==> config.mk <==
export PLATFORM = sky130hd
export DESIGN_NAME = spiflash_read_ctrl
export DESIGN_NICKNAME = d
export VERILOG_FILES = /design/src/rtl/flash_ctrl_pkg.sv /design/src/rtl/spi_sck_gen.sv /design/src/rtl/spiflash_read_ctrl.sv
export SDC_FILE = /design/constraint.sdc
export NUM_CORES = 1
export LEC_CHECK = 0
export BUFFER_PORTS_ARGS = -buffer_cell sky130_fd_sc_hd__buf_2
export CORE_MARGIN = 8
export CORE_UTILIZATION = 35
export DETAILED_ROUTE_END_ITERATION = 10
export HOLD_SLACK_MARGIN = 0.02
export PLACE_DENSITY_LB_ADDON = 0.2
export RECOVER_POWER = 25
export SETUP_SLACK_MARGIN = 0.05
export SYNTH_ARGS = -nofsm -noshare
export SYNTH_HDL_FRONTEND = slang
export SYNTH_SLANG_ARGS = --single-unit
export TNS_END_PERCENT = 100
==> constraint.sdc <==
create_clock -name core_clk -period 2.6 [get_ports core_clk]
set_input_delay 0.26 -clock core_clk [delete_from_list [all_inputs] [get_ports core_clk]]
set_output_delay 0.26 -clock core_clk [all_outputs]
set_load 0.02 [all_outputs]
==> src/rtl/flash_ctrl_pkg.sv <==
// Shared constants, state encoding and helpers for the SPI flash read controller.
package flash_ctrl_pkg;

    localparam logic [7:0] OPC_WAKE = 8'hAB;
    localparam logic [7:0] OPC_READ = 8'h03;

    localparam int OP_BITS   = 8;
    localparam int ADDR_BITS = 24;
    localparam int DATA_BITS = 32;

    typedef enum logic [2:0] {
        ST_WAKE,
        ST_WAKE_GAP,
        ST_IDLE,
        ST_SHIFT,
        ST_GAP
    } state_t;

    // Flash returns the lowest-addressed byte first; it belongs in bits [7:0].
    function automatic logic [31:0] bswap32(input logic [31:0] d);
        return {d[7:0], d[15:8], d[23:16], d[31:24]};
    endfunction

endpackage

==> src/rtl/spi_sck_gen.sv <==
// SPI clock divider: flash_clk toggles every CLK_DIV core cycles while enabled,
// with one-cycle strobes flagging the edge that the next core edge will produce.
module spi_sck_gen #(
    parameter int CLK_DIV = 2
) (
    input  logic i_clk,
    input  logic i_rst_n,
    input  logic i_en,
    output logic o_sck,
    output logic o_rise,
    output logic o_fall
);

    localparam int CW = (CLK_DIV > 1) ? $clog2(CLK_DIV) : 1;

    logic [CW-1:0] r_cnt;
    logic          r_sck;
    logic          w_tick;

    assign w_tick = i_en && (r_cnt == CW'(CLK_DIV - 1));
    assign o_rise = w_tick && !r_sck;
    assign o_fall = w_tick && r_sck;
    assign o_sck  = r_sck;

    always_ff @(posedge i_clk or negedge i_rst_n) begin
        if (!i_rst_n) begin
            r_cnt <= '0;
            r_sck <= 1'b0;
        end else if (!i_en) begin
            r_cnt <= '0;
            r_sck <= 1'b0;
        end else if (w_tick) begin
            r_cnt <= '0;
            r_sck <= !r_sck;
        end else begin
            r_cnt <= r_cnt + CW'(1);
        end
    end

endmodule

==> src/rtl/spiflash_read_ctrl.sv <==
// Single-bit SPI flash read initiator: wakes the flash after reset, then serves
// 32-bit little-endian word reads with READ + 24-bit address, SPI mode 0.
module spiflash_read_ctrl
    import flash_ctrl_pkg::*;
#(
    parameter int         CLK_DIV  = 2,
    parameter int         CSB_HIGH = 4,
    parameter logic [7:0] WAKE_OP  = OPC_WAKE,
    parameter logic [7:0] READ_OP  = OPC_READ
) (
    input  logic        core_clk,
    input  logic        core_rstn,
    input  logic        req_valid,
    input  logic [23:0] req_addr,
    output logic        req_ready,
    output logic        rsp_valid,
    output logic [31:0] rsp_data,
    output logic        flash_csb,
    output logic        flash_clk,
    output logic        flash_io0_do,
    output logic        flash_io0_oeb,
    output logic        flash_io1_oeb,
    input  logic        flash_io1_di
);

    localparam logic [7:0] GAP_LOAD   = 8'(CSB_HIGH - 1);
    localparam logic [6:0] WAKE_RISES = 7'(OP_BITS);
    localparam logic [6:0] READ_RISES = 7'(OP_BITS + ADDR_BITS + DATA_BITS);
    localparam logic [6:0] DATA_START = 7'(OP_BITS + ADDR_BITS);

    state_t      r_state;
    logic        r_csb;
    logic        r_ready;
    logic        r_rsp_valid;
    logic [31:0] r_rsp_data;
    logic [63:0] r_sout;
    logic [31:0] r_sin;
    logic [6:0]  r_nrise;
    logic [7:0]  r_gap;

    logic        w_sck;
    logic        w_rise;
    logic        w_fall;
    logic        w_sck_en;
    logic [6:0]  w_target;

    assign w_target = (r_state == ST_SHIFT) ? READ_RISES : WAKE_RISES;
    // The clock stops (and is forced low) as soon as the last rising edge has been issued.
    assign w_sck_en = ((r_state == ST_WAKE) || (r_state == ST_SHIFT)) && !r_csb &&
                      (r_nrise != w_target);

    spi_sck_gen #(
        .CLK_DIV(CLK_DIV)
    ) u_sck_gen (
        .i_clk  (core_clk),
        .i_rst_n(core_rstn),
        .i_en   (w_sck_en),
        .o_sck  (w_sck),
        .o_rise (w_rise),
        .o_fall (w_fall)
    );

    always_ff @(posedge core_clk or negedge core_rstn) begin
        if (!core_rstn) begin
            r_state     <= ST_WAKE;
            r_csb       <= 1'b1;
            r_ready     <= 1'b0;
            r_rsp_valid <= 1'b0;
            r_rsp_data  <= '0;
            r_sout      <= '0;
            r_sin       <= '0;
            r_nrise     <= '0;
            r_gap       <= '0;
        end else begin
            r_rsp_valid <= 1'b0;
            if (w_fall) begin
                r_sout <= {r_sout[62:0], 1'b0};
            end
            if (w_rise) begin
                r_nrise <= r_nrise + 7'd1;
                if ((r_state == ST_SHIFT) && (r_nrise >= DATA_START)) begin
                    r_sin <= {r_sin[30:0], flash_io1_di};
                end
            end
            case (r_state)
                ST_WAKE: begin
                    if (r_csb) begin
                        r_csb   <= 1'b0;
                        r_sout  <= {WAKE_OP, 56'b0};
                        r_nrise <= '0;
                    end else if (r_nrise == WAKE_RISES) begin
                        r_csb   <= 1'b1;
                        r_sout  <= '0;
                        r_gap   <= GAP_LOAD;
                        r_state <= ST_WAKE_GAP;
                    end
                end
                ST_WAKE_GAP, ST_GAP: begin
                    if (r_gap == 8'd0) begin
                        r_state <= ST_IDLE;
                        r_ready <= 1'b1;
                    end else begin
                        r_gap <= r_gap - 8'd1;
                    end
                end
                ST_IDLE: begin
                    if (req_valid) begin
                        r_ready <= 1'b0;
                        r_csb   <= 1'b0;
                        r_sout  <= {READ_OP, req_addr, 32'b0};
                        r_nrise <= '0;
                        r_state <= ST_SHIFT;
                    end
                end
                ST_SHIFT: begin
                    if (r_nrise == READ_RISES) begin
                        r_csb       <= 1'b1;
                        r_sout      <= '0;
                        r_rsp_valid <= 1'b1;
                        r_rsp_data  <= bswap32(r_sin);
                        r_gap       <= GAP_LOAD;
                        r_state     <= ST_GAP;
                    end
                end
                default: begin
                    r_state <= ST_WAKE;
                    r_csb   <= 1'b1;
                end
            endcase
        end
    end

    assign req_ready     = r_ready;
    assign rsp_valid     = r_rsp_valid;
    assign rsp_data      = r_rsp_data;
    assign flash_csb     = r_csb;
    assign flash_clk     = w_sck;
    assign flash_io0_do  = r_sout[63];
    assign flash_io0_oeb = 1'b0;
    assign flash_io1_oeb = 1'b1;

endmodule

==> summary.txt, run 1 <==
Routing
  – Detailed router's first-iteration violation count: roughly 220
  – WL/cell: roughly 15 µm
  – Final antenna-violating net count: 0
  – Routed wire length: around 14 mm
  – DRC Markers: 0
  – Vias per Instance: between 4 and 5
  – Initial DRT Pass Iterations: 4
  – Vias: around 4500

Worst setup path
  – Worst endpoint required time: roughly 2900 ps
  – Setup slack on the worst flop-to-flop path: roughly 100 ps
  – Data arrival time of the worst path: between 2000 and 3000 ps
  – CP Launch Point: r_nrise[0]$_DFF_PN0_
  – Setup CP Type: flip-flop to flip-flop
  – R2R Path Start: r_nrise[0]$_DFF_PN0_
  – Crit path launch type: flip-flop
  – Worst-path maximum fanout: 9
  – Endpoint kind of the worst setup timing path: flip-flop

Worst hold path
  – Hold path startpoint: flash_io1_di
  – Class of the most critical hold timing path: primary input to flip-flop

Clock tree
  – Clk_lat worst skew: a little over 400 ps
  – Worst-case clock buffer depth: 2
  – TritonCTS clock tree: yes
  – Master cell of the clock root buffer: sky130_fd_sc_hd__clkbuf_16
  – TritonCTS sink count: 151
  – CTS buffer count: 17
  – Max H-tree Level: 4
  – Clock transition at the register clock pins on the worst setup and hold paths after CTS: approximately 60 ps

Timing
  – Hold Violations, Final: 0
  – Remaining max-slew budget at the tightest pin: under 10%
  – Worst Slack Setup Final: about 100 ps
  – Final Hold Slack: 82.8 ps
  – RSZ-0062 raised after global routing: yes
  – Ratio of final minimum period to clock period: a little over nine tenths
  – Setup Total Neg Slack: 0 ps
  – Worst clock skew: roughly 9.5 ps
  – Worst Tran Pin Value: ~1400 ps
  – Achievable frequency: between 400 and 500 MHz
  – Count of pins over their slew limit: 0
  – Number of failing setup endpoints in the final timing report: 0
  – Final period demand of the worst path: 2500 ps

Yosys
  – Number of enable-type register cells in the synthesized netlist: 0
  – Net Count, Synth: 650
  – Top-area cell type share of the netlist area: between 50% and 60%
  – Synth Warn #: 0
  – Number of cells produced by synthesis: slightly above 600
  – Post-synthesis average cell area: roughly 10 µm²
  – Top cell types by occurrence after synthesis: sky130_fd_sc_hd__nand2_1 (178), sky130_fd_sc_hd__dfrtp_1 (150), sky130_fd_sc_hd__a21oi_1 (41), sky130_fd_sc_hd__mux2_2 (33)
  – Distinct cells, synth: 56
  – Combined area of all synthesized cells: 0.00648 mm²
  – Async S/R FF share, synth: between 90% and 100%
  – Library cell with the largest summed area after synthesis: sky130_fd_sc_hd__dfrtp_1
  – Main synth FF type: sky130_fd_sc_hd__dfrtp_1
  – Number of register bits inferred by synthesis: 151
  – Proportion of synthesized chip area in sequential cells: about three fifths
  – Largest cells by area after synthesis: sky130_fd_sc_hd__dfrtp_1 (58%), sky130_fd_sc_hd__nand2_1 (10%), sky130_fd_sc_hd__mux2_2 (5.7%)
  – Top-count cell post-synth: sky130_fd_sc_hd__nand2_1

Die
  – Standard-cell row count: 49
  – Chip height: about 150 µm
  – CORE AREA: 0.0181 mm²
  – Initial cell density of the core: a little over a third
  – Count of pins on the block boundary: between 60 and 70
  – Chip width: about 150 µm
  – Area of the die: 0.0231 mm²

Placement
  – HPWL after DPL: between 9 and 10 mm
  – Routability cong.: approximately 0.79
  – Worst setup timing slack at the placement stage: 42.4 ps
  – Port bufs: 64

GRT
  – Maximum number of pins on one net before global-route repair: 66
  – Leftover overflow at the end of global routing: 0
  – Wire length of the first global-routing pass: 23.3 mm
  – Number of antenna violations at the first check in global routing: 0
  – GRT Util Overall: between 10 and 15%
  – Vias in the first global route: 4716

Final layout
  – Fill cell instance count of the final layout: about 1800
  – Number of antenna repair diodes: 0
  – Fraction of layout instances using a drive strength above 1: a little under a quarter
  – Net count reported at finish: 712
  – Relative area change from synthesis to final layout: 18.8%
  – Footprint of the multi-input gates: approximately 0.0025 mm²
  – Sequential standard cell area: between 0.003 and 0.004 mm²

Power and ir drop
  – Worst IR drop on VDD: 0.426 mV
  – Leakage power: ~4.0 nW
  – P per Cell Area: around 890 mW/mm²

Flow run
  – Count of max-cap constraint violations: 0

Run status
  – Run status: finished, final reports clean
-- cell type report --
class | count | share of cell area (%)
clock buffers | 18 | 5.57
multi-input cells | 421 | 32.3
inverters | 8 | 0.390
well taps | 229 | 3.72
clock inverters | 14 | 2.26
flip-flops and latches | 151 | 49.1
repair buffers | 81 | 6.66
-- repair_timing --
item                       CTS  global route
setup endpoints to repair    7            10
gates resized for setup      1             1
setup buffers                0             0
hold buffers                 1             0
hold endpoints to repair    50             0
-- where the power goes --
group          switching, mW  internal, mW
Clock                  0.992          1.52
Sequential             0.242          2.65
Combinational          0.837         0.604
-- worst max-delay path: stages, from the launching register on --
cell and delay [ps]:
sky130_fd_sc_hd__dfrtp_1 430, sky130_fd_sc_hd__inv_1 110, sky130_fd_sc_hd__ha_1 160, sky130_fd_sc_hd__or4b_4 540
sky130_fd_sc_hd__o21a_4 270, sky130_fd_sc_hd__or4_4 630, sky130_fd_sc_hd__o21ai_2 160, sky130_fd_sc_hd__o31ai_1 80
-- state kept, by name (all words and copies together), names as in the netlist --
register         count
r_state              3
req_ready            1
rsp_data            32
r_sin               32
r_sout              64
rsp_valid            1
r_gap                8
u_sck_gen.r_cnt      1
flash_csb            1
u_sck_gen.o_sck      1
r_nrise              7
-- kinds of logic after synthesis --
| group | count (synthesis) | share of synthesized area, % |
|---|---|---|
| flops | 151 | 58.3 |
| other cells | 2 | 0.116 |
| mux | 38 | 6.51 |
| compound gates | 122 | 12.9 |
| fa+ha+maj | 4 | 0.772 |
| xor+xnor | 4 | 0.541 |
| simple gates | 251 | 17.2 |
| buf+inv | 46 | 3.71 |
-- placed cells by master, fill, tap and decap left out, types with 10 or more instances in the layout --
| cell | n |
|---|---|
| sky130_fd_sc_hd__buf_2 | 63 |
| sky130_fd_sc_hd__clkbuf_16 | 17 |
| sky130_fd_sc_hd__a21o_1 | 24 |
| sky130_fd_sc_hd__nor2_1 | 21 |
| sky130_fd_sc_hd__nand2_1 | 178 |
| sky130_fd_sc_hd__a22o_1 | 24 |
| sky130_fd_sc_hd__a21oi_1 | 41 |
| sky130_fd_sc_hd__buf_4 | 11 |
| sky130_fd_sc_hd__mux2_2 | 33 |
| sky130_fd_sc_hd__o21ai_0 | 10 |
| sky130_fd_sc_hd__dfrtp_1 | 150 |
-- final timing paths --
kind                                             to  cells after the start
setup / recovery               r_gap[2]$_DFFE_PN0P_                      7
hold / removal                 r_sin[0]$_DFFE_PN0P_                      2
setup reg to reg               r_gap[2]$_DFFE_PN0P_                      7
hold reg to reg            rsp_data[10]$_DFFE_PN0P_                      2
max in group asynchronous      r_sout[35]$_DFF_PN0_                      3
min in group asynchronous      r_sout[60]$_DFF_PN0_                      2
-- layer usage --
layer	global-route usage (%)	part of all wire (%)	vias up
li1	-	-	2213
met1	14.9	46	2239
met2	20.1	49	79
met3	3.97	4.0	12
met4	3.52	1.2	0
met5	0	0	-
-- metrics by stage --
step	area, µm²	power [mW]	std cells	utilization, %
2_1_floorplan	6480	3.98	618	-
3_3_place_gp	7080	4.31	889	39.2
3_5_place_dp	7080	4.37	889	39.2
4_1_cts	7700	6.94	922	42.6
5_1_grt	7700	7.24	922	42.6
6_report	7700	6.85	922	42.6
Note: power is estimated with default switching activity, not from simulation.
==> inputs of run 2 (changes only) <==
--- a/config.mk
+++ b/config.mk
@@ -10,7 +10,7 @@
 export CORE_UTILIZATION = 35
 export DETAILED_ROUTE_END_ITERATION = 10
 export HOLD_SLACK_MARGIN = 0.02
-export PLACE_DENSITY_LB_ADDON = 0.2
+export PLACE_DENSITY = 0.48
 export RECOVER_POWER = 25
 export SETUP_SLACK_MARGIN = 0.05
 export SYNTH_ARGS = -nofsm -noshare
==> run 2 against run 1 <==
Effect of this change: clock skew up 9.3 ps; worst setup slack better by 2.6 ps; maximum frequency up 0.10%; core utilization up 0.84 points; sequential power about the same; first-iteration DRC count down 24%; hold slack better by 3.9 ps; wire length up 1.5%; largest power group unchanged; final area up 2.0%; non-clock buffer count up 16; final cell count up 1.7%; critical path depth up 1.
==> summary.txt, run 2 (synthesis gave the netlist of run 1 again) <==
Run status
  – Run status: finished, final reports clean

Routing
  – DRC Markers: 0 (unchanged)
  – Detailed router's first-iteration violation count: 164 (-24%)
  – Final antenna-violating net count: 0 (unchanged)
  – Vias: 4599 (+1.2%)
  – Vias per Instance: 4.90 (-0.49%)
  – Initial DRT Pass Iterations: 5 (+1)
  – Routed wire length: 13.8 mm (+1.5%)
  – WL/cell: 14.7 µm (-0.20%)

Die
  – CORE AREA: 0.0181 mm² (unchanged)
  – Standard-cell row count: 49 (unchanged)
  – Count of pins on the block boundary: 67 (unchanged)
  – Chip width: 152 µm (unchanged)
  – Area of the die: 0.0231 mm² (unchanged)
  – Chip height: 152 µm (unchanged)
  – Initial cell density of the core: 35.8% (unchanged)

Placement
  – HPWL after DPL: 9.10 mm (+1.1%)
  – Port bufs: 64 (unchanged)
  – Worst setup timing slack at the placement stage: 66.7 ps (+24.3 ps)
  – Area after detailed placement: 0.00717 mm² (+1.2%)
  – Routability cong.: 0.749 (-5.7%)

Final layout
  – Footprint of the multi-input gates: 0.00249 mm² (unchanged)
  – Most common cell after layout, fill and taps aside: sky130_fd_sc_hd__nand2_1
  – Relative area change from synthesis to final layout: 21.1%
  – Fraction of layout instances using a drive strength above 1: 25.4% (+1.7 points)
  – Net count reported at finish: 728 (+2.2%)
  – Fill cell instance count of the final layout: 1722 (-1.7%)
  – Most frequent cells in the layout: sky130_fd_sc_hd__nand2_1 (178), sky130_fd_sc_hd__dfrtp_1 (150), sky130_fd_sc_hd__buf_2 (63), sky130_fd_sc_hd__a21oi_1 (41), sky130_fd_sc_hd__mux2_2 (33)
  – Register with the most flip-flops: r_sout
  – Largest register FFs: 64 (unchanged)
  – Number of antenna repair diodes: 0 (unchanged)
  – Sequential standard cell area: 0.00378 mm² (unchanged)
  – Post-route cell area: 0.00785 mm² (+2.0%)

Clock tree
  – TritonCTS sink count: 151 (unchanged)
  – TritonCTS clock tree: yes
  – Master cell of the clock root buffer: sky130_fd_sc_hd__clkbuf_16
  – Clk_lat worst skew: 420 ps (about the same)
  – Clock transition at the register clock pins on the worst setup and hold paths after CTS: 70 ps (about the same)
  – Max H-tree Level: 4 (unchanged)
  – Worst-case clock buffer depth: 2 (unchanged)
  – CTS buffer count: 17 (unchanged)

Timing
  – Remaining max-slew budget at the tightest pin: 8.05% (-1.8 points)
  – Worst clock skew: 18.8 ps (+9.34 ps)
  – Count of pins over their slew limit: 0 (unchanged)
  – Hold Violations, Final: 0 (unchanged)
  – Worst Slack Setup Final: 106 ps (+2.60 ps)
  – Worst Tran Pin Value: 1380 ps (+26.4 ps)
  – Final period demand of the worst path: 2490 ps (-2.60 ps)
  – Ratio of final minimum period to clock period: 95.9% (-0.10 points)
  – Achievable frequency: 401 MHz (+0.10%)
  – Setup Total Neg Slack: 0 ps (unchanged)
  – RSZ-0062 raised after global routing: yes
  – Number of failing setup endpoints in the final timing report: 0 (unchanged)
  – Final Hold Slack: 86.7 ps (+3.91 ps)

Worst setup path
  – Crit path launch type: flip-flop
  – Standard cell with the maximum stage delay on the critical path: sky130_fd_sc_hd__or4_4
  – WP buf/inv: 2 (+1)
  – Worst endpoint required time: 2890 ps (about the same)
  – Length in cells of the worst reg-to-reg path: 8 (+1)
  – Worst-path maximum fanout: 9 (unchanged)
  – Setup slack on the worst flop-to-flop path: 110 ps (about the same)
  – Endpoint kind of the worst setup timing path: flip-flop
  – Kind of cell adding the most delay to the critical path: simple AND/OR/NAND/NOR gates
  – RR Endpoint: r_gap[2]$_DFFE_PN0P_
  – Setup CP Type: flip-flop to flip-flop
  – Data arrival time of the worst path: 2780 ps (about the same)
  – Critical Path Stages: 8 (+1)
  – CP cell instances: inv_1 > ha_1 > or4b_1 > buf_4 > o31a_1 > or4_4 > o21ai_2 > o31ai_1
  – R2R Path Start: r_nrise[1]$_DFF_PN0_
  – Largest stage delay, worst path: 570 ps (-60 ps)

GRT
  – Wire length of the first global-routing pass: 23.8 mm (+2.2%)
  – Maximum number of pins on one net before global-route repair: 53 (-20%)
  – Leftover overflow at the end of global routing: 0 (unchanged)
  – Vias in the first global route: 4847 (+2.8%)
  – Number of antenna violations at the first check in global routing: 0 (unchanged)
  – GRT Util Overall: 12.4% (+0.24 points)

Worst hold path
  – End point of the worst hold path: r_sin[0]$_DFFE_PN0P_
  – Hold path startpoint: flash_io1_di
  – Class of the most critical hold timing path: primary input to flip-flop
  – Hold Path Cell Cnt: 2 (unchanged)

Power and ir drop
  – Leakage power: 4.08 nW (+2.5%)
  – Worst IR drop on VDD: 0.435 mV (+2.0%)
  – P per Cell Area: 886 mW/mm² (-0.34%)

Flow run
  – Count of max-cap constraint violations: 0 (unchanged)
==> run 2: cell count changes in the layout (fill, tap and decap cells not counted), sizes merged <==
| cell | delta |
|---|---|
| inv | +6 |
| clkinv | -5 |
| bufinv | -1 |
| buf | +14 |
| clkbuf | +2 |
==> run 2: routing by layer <==
metal	global-route usage (%)	share of wire (%)	vias up
li1	-	-	2256
met1	15.7	47	2268
met2	20.5	49	66
met3	3.09	3.0	9
met5	0	0	-
met4	3.86	0.95	0
==> run 2: through the flow <==
stage / total power [mW] / util (%) / std cells
floorplan: 3.98 / - / 618
global placement: 4.40 / 39.6 / 899
detailed placement: 4.44 / 39.6 / 899
CTS: 7.05 / 43.1 / 932
global route: 7.37 / 43.4 / 938
finish: 6.96 / 43.4 / 938
==> run 2: repair_timing <==
action,in CTS,in global routing
hold buffers,1,0
endpoints found under the setup margin,0,52
buffers inserted,0,5
endpoints found under the hold margin,49,0
resized for setup,0,2
==> run 2: where the power goes <==
part	switching, mW	leakage, nW	internal [mW]
clock network	1.07	0.297	1.49
logic	0.864	1.73	0.662
registers	0.226	2.05	2.65
==> run 2: how the worst max path moves through the flow <==
stage,from,to,slack [ps]
2_1_floorplan,r_nrise[0]$_DFF_PN0_,r_gap[2]$_DFFE_PN0P_,220
3_3_place_gp,r_nrise[0]$_DFF_PN0_,r_sout[56]$_DFF_PN0_,90
3_5_place_dp,r_nrise[1]$_DFF_PN0_,r_gap[2]$_DFFE_PN0P_,70
4_1_cts,r_nrise[1]$_DFF_PN0_,r_gap[2]$_DFFE_PN0P_,60
5_1_grt,r_nrise[1]$_DFF_PN0_,r_gap[6]$_DFFE_PN0P_,10
6_report,r_nrise[1]$_DFF_PN0_,r_gap[2]$_DFFE_PN0P_,110
==> run 2: area by class of cell <==
type,count,share of cell area (%)
Clock buffer,18,5.59
Clock inverter,14,2.26
Inverter,8,0.383
Multi-Input combinational cell,421,31.7
Sequential cell,151,48.2
Tap cell,229,3.65
Timing Repair Buffer,97,8.29
==> inputs of run 3 (changes only) <==
--- a/config.mk
+++ b/config.mk
@@ -11,7 +11,7 @@
 export DETAILED_ROUTE_END_ITERATION = 10
 export HOLD_SLACK_MARGIN = 0.02
 export PLACE_DENSITY = 0.48
-export RECOVER_POWER = 25
+export RECOVER_POWER = 100
 export SETUP_SLACK_MARGIN = 0.05
 export SYNTH_ARGS = -nofsm -noshare
 export SYNTH_HDL_FRONTEND = slang
==> run 3 against run 2 <==
Effect of this change: final area fell by 1.9%; total power fell by 1.2%; via count increased by 0.28%; worst setup slack gained 29 ps; final cell count unchanged; clock-buffer cell count unchanged; hold slack got worse by 1.1 ps; sequential share of layout area is 0.93 points higher; wire length down 0.24%; critical endpoint is now r_sin[4]$_DFFE_PN0P_; largest power group unchanged; highest routed layer unchanged.
==> summary.txt, run 3 (synthesis gave the netlist of run 1 again) <==
Power and ir drop
  – Worst IR drop on VDD: 0.434 mV (-0.26%)
  – Sw Share: 30.8% (-0.22 points)
  – Leakage power: 3.88 nW (-4.9%)
  – Psw: 2.12 mW (-1.9%)
  – Seq pwr share: 41.7% (+0.4 points)
  – Clock group share of total power: 37.2% (+0.4 points)
  – Power Internal: 4.75 mW (-0.87%)
  – Fraction of power consumed by combinational cells: 21.1% (-0.8 points)
  – P per Cell Area: 893 mW/mm² (+0.73%)

Die
  – Initial cell density of the core: 35.8% (unchanged)
  – Count of pins on the block boundary: 67 (unchanged)
  – Standard-cell row count: 49 (unchanged)
  – Area of the die: 0.0231 mm² (unchanged)
  – Chip width: 152 µm (unchanged)
  – CORE AREA: 0.0181 mm² (unchanged)
  – Chip height: 152 µm (unchanged)

Final layout
  – Most common cell after layout, fill and taps aside: sky130_fd_sc_hd__nand2_1
  – Largest register FFs: 64 (unchanged)
  – Footprint of the multi-input gates: 0.00245 mm² (-1.5%)
  – Most frequent cells in the layout: sky130_fd_sc_hd__nand2_1 (178), sky130_fd_sc_hd__dfrtp_1 (150), sky130_fd_sc_hd__a21oi_1 (41), sky130_fd_sc_hd__clkbuf_1 (38), sky130_fd_sc_hd__mux2_2 (33)
  – Number of antenna repair diodes: 0 (unchanged)
  – Relative area change from synthesis to final layout: 18.8%
  – Sequential standard cell area: 0.00378 mm² (unchanged)
  – Net count reported at finish: 728 (unchanged)
  – Fill cell instance count of the final layout: 1733 (+0.64%)
  – Register with the most flip-flops: r_sout
  – Number of non-filler instances in the completed layout: 938 (unchanged)
  – Fraction of layout instances using a drive strength above 1: 19.0% (-6.3 points)

Worst setup path
  – R2R Path Start: r_nrise[1]$_DFF_PN0_
  – RR Endpoint: r_sin[4]$_DFFE_PN0P_
  – Length in cells of the worst reg-to-reg path: 8 (unchanged)
  – Setup CP Type: flip-flop to flip-flop
  – Worst endpoint required time: 2900 ps (about the same)
  – Worst-path maximum fanout: 32 (+23)
  – Data arrival time of the worst path: 2770 ps (about the same)
  – Setup slack on the worst flop-to-flop path: 140 ps (+30 ps)
  – Crit path launch type: flip-flop
  – Endpoint kind of the worst setup timing path: flip-flop

Timing
  – Final period demand of the worst path: 2460 ps (-29.3 ps)
  – Ratio of final minimum period to clock period: 94.8% (-1.1 points)
  – Worst Tran Pin Value: 1340 ps (-36.1 ps)
  – Achievable frequency: 406 MHz (+1.2%)
  – Worst clock skew: 17.6 ps (-1.21 ps)
  – RSZ-0062 raised after global routing: yes
  – Setup Total Neg Slack: 0 ps (unchanged)
  – Number of failing setup endpoints in the final timing report: 0 (unchanged)
  – Hold Violations, Final: 0 (unchanged)
  – Remaining max-slew budget at the tightest pin: 10.5% (+2.4 points)
  – Count of pins over their slew limit: 0 (unchanged)

GRT
  – Maximum number of pins on one net before global-route repair: 53 (unchanged)
  – Wire length of the first global-routing pass: 23.8 mm (unchanged)
  – Leftover overflow at the end of global routing: 0 (unchanged)
  – GRT Util Overall: 12.4% (unchanged)
  – Number of antenna violations at the first check in global routing: 0 (unchanged)
  – Vias in the first global route: 4847 (unchanged)

Clock tree
  – Worst-case clock buffer depth: 2 (unchanged)
  – TritonCTS sink count: 151 (unchanged)
  – TritonCTS clock tree: yes
  – Clk_lat worst skew: 420 ps (about the same)
  – CTS buffer count: 17 (unchanged)
  – Master cell of the clock root buffer: sky130_fd_sc_hd__clkbuf_16
  – Max H-tree Level: 4 (unchanged)
  – Clock transition at the register clock pins on the worst setup and hold paths after CTS: 70 ps (about the same)

Flow run
  – Count of max-cap constraint violations: 0 (unchanged)

Run status
  – Run status: finished, final reports clean

Routing
  – WL/cell: 14.7 µm (-0.24%)
  – Detailed router's first-iteration violation count: 162 (-1.2%)
  – Final antenna-violating net count: 0 (unchanged)
  – DRC Markers: 0 (unchanged)
  – Routed wire length: 13.8 mm (-0.24%)
  – Vias: 4612 (+0.28%)
  – Initial DRT Pass Iterations: 4 (-1)
  – Vias per Instance: 4.92 (+0.28%)

Worst hold path
  – Class of the most critical hold timing path: primary input to flip-flop
  – End point of the worst hold path: r_sin[0]$_DFFE_PN0P_
  – Hold path startpoint: flash_io1_di
  – Hold Path Cell Cnt: 2 (unchanged)

Placement
  – Routability cong.: 0.749 (unchanged)
  – Port bufs: 64 (unchanged)
  – Placed cells: 899 (unchanged)
  – HPWL after DPL: 9.10 mm (unchanged)
==> run 3: cell types whose count changed in the layout (fill, tap and decap cells not counted), moves of 3 or more <==
cell and change:
sky130_fd_sc_hd__o21ai_2 -4, sky130_fd_sc_hd__clkbuf_1 +38, sky130_fd_sc_hd__o21ai_0 +5, sky130_fd_sc_hd__buf_4 -5, sky130_fd_sc_hd__clkbuf_4 +3, sky130_fd_sc_hd__buf_12 -3, sky130_fd_sc_hd__buf_2 -35
==> run 3: power by group through the flow <==
stage	Sequential [mW]	Clock (mW)	Combinational (mW)
finish	2.87	2.56	1.45
global route	2.91	2.74	1.63
CTS	2.87	2.64	1.53
detailed placement	2.92	0	1.53
global placement	2.91	0	1.49
floorplan	2.88	0	1.10
==> run 3: critical path, cell delays in order, from the launching register on <==
cell                       delay (ps)
sky130_fd_sc_hd__dfrtp_1          370
sky130_fd_sc_hd__inv_1             80
sky130_fd_sc_hd__ha_1             130
sky130_fd_sc_hd__or4b_1           460
sky130_fd_sc_hd__buf_4            190
sky130_fd_sc_hd__o21a_4           240
sky130_fd_sc_hd__nand2_1           60
sky130_fd_sc_hd__clkbuf_4         410
sky130_fd_sc_hd__mux2_2           390
==> run 3: worst max-delay path by stage <==
stage	startpoint	endpoint	depth (start not counted)
after global routing	r_nrise[1]$_DFF_PN0_	r_sout[16]$_DFF_PN0_	10
final	r_nrise[1]$_DFF_PN0_	r_sin[4]$_DFFE_PN0P_	8
after detailed placement	r_nrise[1]$_DFF_PN0_	r_gap[2]$_DFFE_PN0P_	8
after floorplan	r_nrise[0]$_DFF_PN0_	r_gap[2]$_DFFE_PN0P_	9
after global placement	r_nrise[0]$_DFF_PN0_	r_sout[56]$_DFF_PN0_	9
after CTS	r_nrise[1]$_DFF_PN0_	r_gap[2]$_DFFE_PN0P_	8
==> run 3: final cells by class <==
type / instances / share of cell area, %
sequential: 151 / 49.1
inverter: 8 / 0.390
multi-input combinational: 421 / 31.8
clock buffer: 18 / 5.70
tap: 229 / 3.72
clock inverter: 14 / 2.31
timing repair buffer: 97 / 7.00
==> run 3: repair_timing <==
item,in CTS,in global routing
setup endpoints to repair,0,52
buffers inserted,0,5
hold endpoints to repair,49,0
resized for setup,0,2
hold buffers,1,0
==> run 3: through the flow <==
step	power [mW]	worst slack [ps]	hold WS, ps	area (µm²)	utilization (%)
5_1_grt	7.28	13.3	76.5	7700	42.6
4_1_cts	7.05	57.9	60.1	7800	43.1
2_1_floorplan	3.98	218	-35.6	6480	-
3_3_place_gp	4.40	91.9	262	7170	39.6
6_report	6.87	135	85.6	7700	42.6
3_5_place_dp	4.44	66.7	267	7170	39.6
==> run 3: per-layer routing <==
metal / GRT usage [%] / up-vias / part of all wire, % / routed length, µm
met5: 0 / - / 0 / 0
met4: 3.86 / 0 / 0.99 / 136
met3: 3.09 / 11 / 2.8 / 385
met2: 20.5 / 53 / 49 / 6750
met1: 15.7 / 2291 / 47 / 6510
li1: - / 2257 / - / -
